`src/rtl/uart_ram_loader_pkg.sv`:
```
// uart_ram_loader_pkg: state encodings, header marker and 50 MHz / 115200 baud defaults for the UART RAM loader
package uart_ram_loader_pkg;
  localparam int CLK_HZ = 50_000_000;
  localparam int BAUD = 115_200;
  localparam int CLKS_PER_BIT_DEF = CLK_HZ / BAUD;
  localparam int TIMEOUT_DEF = 5_000_000;
  localparam logic [7:0] HEADER_DEF = 8'hA5;
  typedef enum logic [1:0] {R_IDLE, R_START, R_DATA, R_STOP} rx_state_t;
  typedef enum logic [1:0] {L_IDLE, L_LEN, L_DATA, L_SUM} ld_state_t;
endpackage

```
`src/rtl/uart_ram_loader_rx.sv`:
```
// uart_rx_byte: 2-FF synchronised 8N1 receiver (clk, rst, rx -> rx_byte, one-cycle rx_valid / frame_err)
module uart_rx_byte
  import uart_ram_loader_pkg::*;
#(
  parameter int CLKS_PER_BIT = CLKS_PER_BIT_DEF
) (
  input  logic       clk,
  input  logic       rst,
  input  logic       rx,
  output logic [7:0] rx_byte,
  output logic       rx_valid,
  output logic       frame_err
);
  localparam logic [15:0] HALF = 16'(CLKS_PER_BIT / 2 - 1);
  localparam logic [15:0] FULL = 16'(CLKS_PER_BIT - 1);
  rx_state_t state, state_n;
  logic [1:0] sync;
  logic [15:0] cnt, cnt_n;
  logic [2:0] idx, idx_n;
  logic [7:0] sh, sh_n;
  logic valid_n, ferr_n, rxs;
  assign rxs = sync[1];
  assign rx_byte = sh;
  always_ff @(posedge clk) begin
    if (rst) begin
      sync <= 2'b11;
      state <= R_IDLE;
      cnt <= '0;
      idx <= '0;
      sh <= '0;
      rx_valid <= 1'b0;
      frame_err <= 1'b0;
    end else begin
      sync <= {sync[0], rx};
      state <= state_n;
      cnt <= cnt_n;
      idx <= idx_n;
      sh <= sh_n;
      rx_valid <= valid_n;
      frame_err <= ferr_n;
    end
  end
  always_comb begin
    state_n = state;
    cnt_n = cnt + 16'd1;
    idx_n = idx;
    sh_n = sh;
    valid_n = 1'b0;
    ferr_n = 1'b0;
    case (state)
      R_IDLE: begin
        cnt_n = '0;
        state_n = rxs ? R_IDLE : R_START;
      end
      R_START: if (cnt == HALF) begin
        cnt_n = '0;
        idx_n = '0;
        state_n = rxs ? R_IDLE : R_DATA;
      end
      R_DATA: if (cnt == FULL) begin
        cnt_n = '0;
        sh_n = {rxs, sh[7:1]};
        idx_n = idx + 3'd1;
        state_n = idx == 3'd7 ? R_STOP : R_DATA;
      end
      default: if (cnt == FULL) begin
        cnt_n = '0;
        valid_n = rxs;
        ferr_n = !rxs;
        state_n = R_IDLE;
      end
    endcase
  end
endmodule

```
`src/rtl/uart_ram_loader.sv`:
```
// uart_ram_loader: framed UART program loader (rx -> load_addr/load_data/load_we; loading, sticky done/err, byte_cnt)
module uart_ram_loader
  import uart_ram_loader_pkg::*;
#(
  parameter int CLKS_PER_BIT = CLKS_PER_BIT_DEF,
  parameter int TIMEOUT_CYCLES = TIMEOUT_DEF,
  parameter logic [7:0] HEADER = HEADER_DEF
) (
  input  logic        clk,
  input  logic        rst,
  input  logic        rx,
  output logic [15:0] load_addr,
  output logic [7:0]  load_data,
  output logic        load_we,
  output logic        loading,
  output logic        done,
  output logic        err,
  output logic [7:0]  byte_cnt
);
  ld_state_t state, state_n;
  logic [7:0] rx_byte, addr, sum;
  logic rx_valid, frame_err, abort;
  logic [8:0] rem;
  logic [31:0] tmo;
  uart_rx_byte #(.CLKS_PER_BIT(CLKS_PER_BIT)) u_rx (
    .clk(clk),
    .rst(rst),
    .rx(rx),
    .rx_byte(rx_byte),
    .rx_valid(rx_valid),
    .frame_err(frame_err)
  );
  assign load_addr = {8'h00, addr};
  assign abort = state != L_IDLE && (frame_err || (!rx_valid && tmo + 32'd1 == 32'(TIMEOUT_CYCLES)));
  always_ff @(posedge clk) begin
    if (rst) state <= L_IDLE;
    else state <= state_n;
  end
  always_comb begin
    state_n = state;
    if (abort) state_n = L_IDLE;
    else if (rx_valid)
      case (state)
        L_IDLE: state_n = rx_byte == HEADER ? L_LEN : L_IDLE;
        L_LEN: state_n = L_DATA;
        L_DATA: state_n = rem == 9'd1 ? L_SUM : L_DATA;
        default: state_n = L_IDLE;
      endcase
  end
  always_ff @(posedge clk) begin
    if (rst) begin
      addr <= '0;
      load_data <= '0;
      load_we <= 1'b0;
      loading <= 1'b0;
      done <= 1'b0;
      err <= 1'b0;
      byte_cnt <= '0;
      sum <= '0;
      rem <= '0;
      tmo <= '0;
    end else begin
      load_we <= rx_valid && state == L_DATA;
      tmo <= rx_valid ? 32'd1 : state == L_IDLE ? 32'd0 : tmo + 32'd1;
      if (load_we) begin
        addr <= addr + 8'd1;
        byte_cnt <= byte_cnt + 8'd1;
      end
      if (rx_valid)
        case (state)
          L_IDLE: if (rx_byte == HEADER) begin
            loading <= 1'b1;
            done <= 1'b0;
            err <= 1'b0;
            byte_cnt <= '0;
            sum <= '0;
          end
          L_LEN: begin
            rem <= {rx_byte == 8'd0, rx_byte};
            addr <= '0;
          end
          L_DATA: begin
            load_data <= rx_byte;
            sum <= sum + rx_byte;
            rem <= rem - 9'd1;
          end
          default: begin
            done <= rx_byte == sum;
            err <= rx_byte != sum;
            loading <= 1'b0;
          end
        endcase
      if (abort) begin
        err <= 1'b1;
        loading <= 1'b0;
      end
    end
  end
endmodule

```
`config.mk`:
```
export PLATFORM = sky130hd
export DESIGN_NAME = uart_ram_loader
export DESIGN_NICKNAME = d
export VERILOG_FILES = /design/src/rtl/uart_ram_loader_pkg.sv /design/src/rtl/uart_ram_loader_rx.sv /design/src/rtl/uart_ram_loader.sv
export SDC_FILE = /design/constraint.sdc
export NUM_CORES = 1
export LEC_CHECK = 0
export BUFFER_PORTS_ARGS = -buffer_cell sky130_fd_sc_hd__buf_2
export CELL_PAD_IN_SITES_DETAIL_PLACEMENT = 0
export CELL_PAD_IN_SITES_GLOBAL_PLACEMENT = 1
export CORE_ASPECT_RATIO = 0.7
export CORE_MARGIN = 2
export CORE_UTILIZATION = 45
export CTS_BUF_LIST = sky130_fd_sc_hd__clkbuf_16
export DETAILED_ROUTE_END_ITERATION = 8
export PLACE_DENSITY = 0.86
export SYNTH_ARGS = -nofsm -noshare
export SYNTH_HDL_FRONTEND = slang
export SYNTH_SLANG_ARGS = --single-unit
export TNS_END_PERCENT = 20
```
`constraint.sdc`:
```
create_clock -name clk -period 6.75 [get_ports clk]
set_input_delay 0.3375 -clock clk [delete_from_list [all_inputs] [get_ports clk]]
set_output_delay 0.3375 -clock clk [all_outputs]
set_load 0.005 [all_outputs]
```
==> key figures <==
Logic synthesis
  – Top_reg_cell synth: dfxtp_1
  – Yosys warns: 0
  – Synth area leader: dfxtp_1
  – Cell Area, Synth: 0.00588 sq mm
  – FF+latch count, synth: 112
  – Leading cell types by total area after synthesis: dfxtp_1 38%, nor2_1 6.6%, xnor2_1 5.7%
  – Synthesized instance count: about 710
  – EDFF count, synth: 0
  – Synth Area per Inst: between 8 and 9 sq um
  – Asr flop ratio synth: 0
  – Sequential area share after synthesis: 0.382
  – Yosys cell types: 65
  – Share of the synthesized area in the top cell type: 0.382

Timing
  – Peak Freq: roughly 330 MHz
  – RSZ-0062 raised after global routing: no
  – Worst Skew: between 8 and 9 ps
  – Max-slew violations: 0
  – Hold Fails Final Rpt: 0
  – Fin Hold WS: ~160 ps
  – Normalized max-slew margin: 0.335
  – Tcrit/Tclk final: 0.454
  – Total negative slack: 0 ps
  – Setup violations, final: 0
  – Min cycle time layout: roughly 3000 ps
  – Worst Tran Pin Value: approximately 1000 ps

Clocking
  – Sinks on Clock Net: ~110
  – Clock Tree Buf Depth: 2
  – H-tree levels: 3
  – Post-CTS Hold Buffers: 0
  – Root buf cell: clkbuf_16
  – CTS tree: built
  – CTS clk-pin slew, worst paths: about 80 ps
  – Post-cts resize count: 0
  – Setup bufs post-CTS: 0
  – Num CTS Buffers: 9
  – Worst-Skew Late Latency: ~360 ps

Pwr
  – Total power: 1.37 mW
  – Power per cell area: approximately 220 mW/mm^2
  – Pleak: between 2 and 2.5 nW
  – VDD IR max: 121 uV

Layout
  – Area Overhead vs Synth: 7.20%
  – N_diodes: 0
  – Layout cells sized above 1: 0.0942
  – Fill cells: about 1200
  – FF/Latch Area: approximately 0.0022 sq mm
  – Area of the multi-input gates: about 0.0033 sq mm
  – Nets: 746
  – Most common cell after layout, fill and taps aside: dfxtp_1
  – Most frequent cells in the layout: 112 x dfxtp_1, 103 x nor2_1, 65 x nand2_1

Global routing
  – Gr ovfl total: 0
  – Number of antenna violations at the first check in global routing: 0
  – Largest net degree at the start of global routing: between 50 and 60
  – Global-route usage over all layers: 0.193
  – Vias in the first global route: 4505
  – First-pass GRT wire length: about 22000 um

Detailed routing
  – Routed vias: around 4900
  – Drt initial violations: between 400 and 500
  – Final ANT Viol Nets: 0
  – WL/cell: roughly 15 um
  – Total Wirelength: around 13000 um
  – DRC viols: 0
  – Vias/cell: around 5.5
  – Detailed-router iteration count before antenna repair: 7

Floorplanning
  – I/O pin cnt: 39
  – Die area: ~0.014 sq mm
  – Row cnt: 34
  – Starting Density: 0.467
  – Die height: between 90 and 100 um
  – Core area: 0.0126 sq mm
  – Die Width: roughly 140 um

Place
  – HPWL Detailed: just over 9000 um
  – Number of port buffers: 30
  – RD Place Congestion: 0.878

Flow run
  – Max-cap violations: 0

Worst setup path
  – Req. time, crit path: between 6000 and 7000 ps
  – Startpoint types: flip-flop
  – CP Max Fanout: 12
  – Setup Crit Path Kind: reg -> reg
  – Arr. time, crit path: roughly 3300 ps
  – CP Capture Type: flip-flop

Hold path
  – Hold WC Path Type: in -> reg

Outcome
  – Status: finished clean
-- power breakdown --
group	leakage, nW	internal, mW	switching, mW
registers	0.904	0.675	0.0131
clock network	0.135	0.254	0.259
logic	1.24	0.0558	0.115
total	2.28	0.986	0.387
-- state kept, by name, summed over array words and instances (netlist names) --
register and count:
addr 8, u_rx.frame_err 1, u_rx.idx 3, load_data 8, load_we 1, u_rx.rx_byte 8, tmo 32, u_rx.state 2
u_rx.cnt 16, rem 9, sum 8, byte_cnt 8, err 1, state 2, done 1, loading 1
u_rx.sync 2, u_rx.rx_valid 1
-- area by class of cell --
type                       instances  share of cell area
timing repair buffer              33              0.0274
sequential                       112               0.356
inverter                          18              0.0107
clock buffer                       9              0.0358
tap                              162              0.0322
multi-input combinational        543               0.530
clock inverter                     7             0.00814
-- per-stage QoR --
| stage | cells | setup WS, ps | cell area, sq um | utilization |
|---|---|---|---|---|
| 5_1_grt | 884 | 3450 | 6300 | 0.500 |
| 2_1_floorplan | 716 | 4020 | 5900 | - |
| 3_5_place_dp | 868 | 3720 | 6020 | 0.478 |
| 4_1_cts | 884 | 3690 | 6300 | 0.500 |
| 3_3_place_gp | 868 | 3770 | 6020 | 0.478 |
| 6_report | 884 | 3680 | 6300 | 0.500 |
-- worst paths after layout --
kind                start            to  slack, ps  cells past startpoint
max               tmo[13]       loading       3680                      7
min                    rx  u_rx.sync[0]        160                      2
max reg2reg       tmo[13]       loading       3680                      7
min reg2reg  u_rx.sync[0]  u_rx.sync[1]        450                      1
-- layer usage --
layer | track usage | vias up | wire (um)
met2 | 0.282 | 111 | 5370
met5 | 0 | - | 0
met1 | 0.287 | 2276 | 6820
li1 | - | 2479 | -
met4 | 0.0508 | 0 | 132
met3 | 0.0404 | 14 | 631
-- synthesized netlist by cell type (10+ instances only) --
cell type / count
a21oi_1: 47
and3_1: 13
clkbuf_1: 22
dfxtp_1: 112
ha_1: 25
inv_1: 18
nand2_1: 65
nand3_1: 59
nand4_1: 15
nor2_1: 103
nor3_1: 12
nor4_1: 10
o21ai_0: 15
xnor2_1: 38
xor2_1: 27
-- critical path, stage by stage (launching register included) --
cell and delay (ps):
dfxtp_1 520, nand4_2 190, or4_4 640, o31ai_1 330, nand4_1 170, or4_4 460, a2111oi_4 450, o21ai_0 170
-- kinds of logic after synthesis --
kind of cell               count (synthesis)  synth area share
buffers and inverters                     61            0.0549
other                                      1          0.000638
muxes                                      5           0.00873
DFF                                      112             0.382
xor gates and xnor gates                  65            0.0969
adders and majority gates                 26            0.0566
AOI/OAI and AO/OA                        116             0.131
and+or+nand+nor                          323             0.270
(Power assumes the default switching activity.)
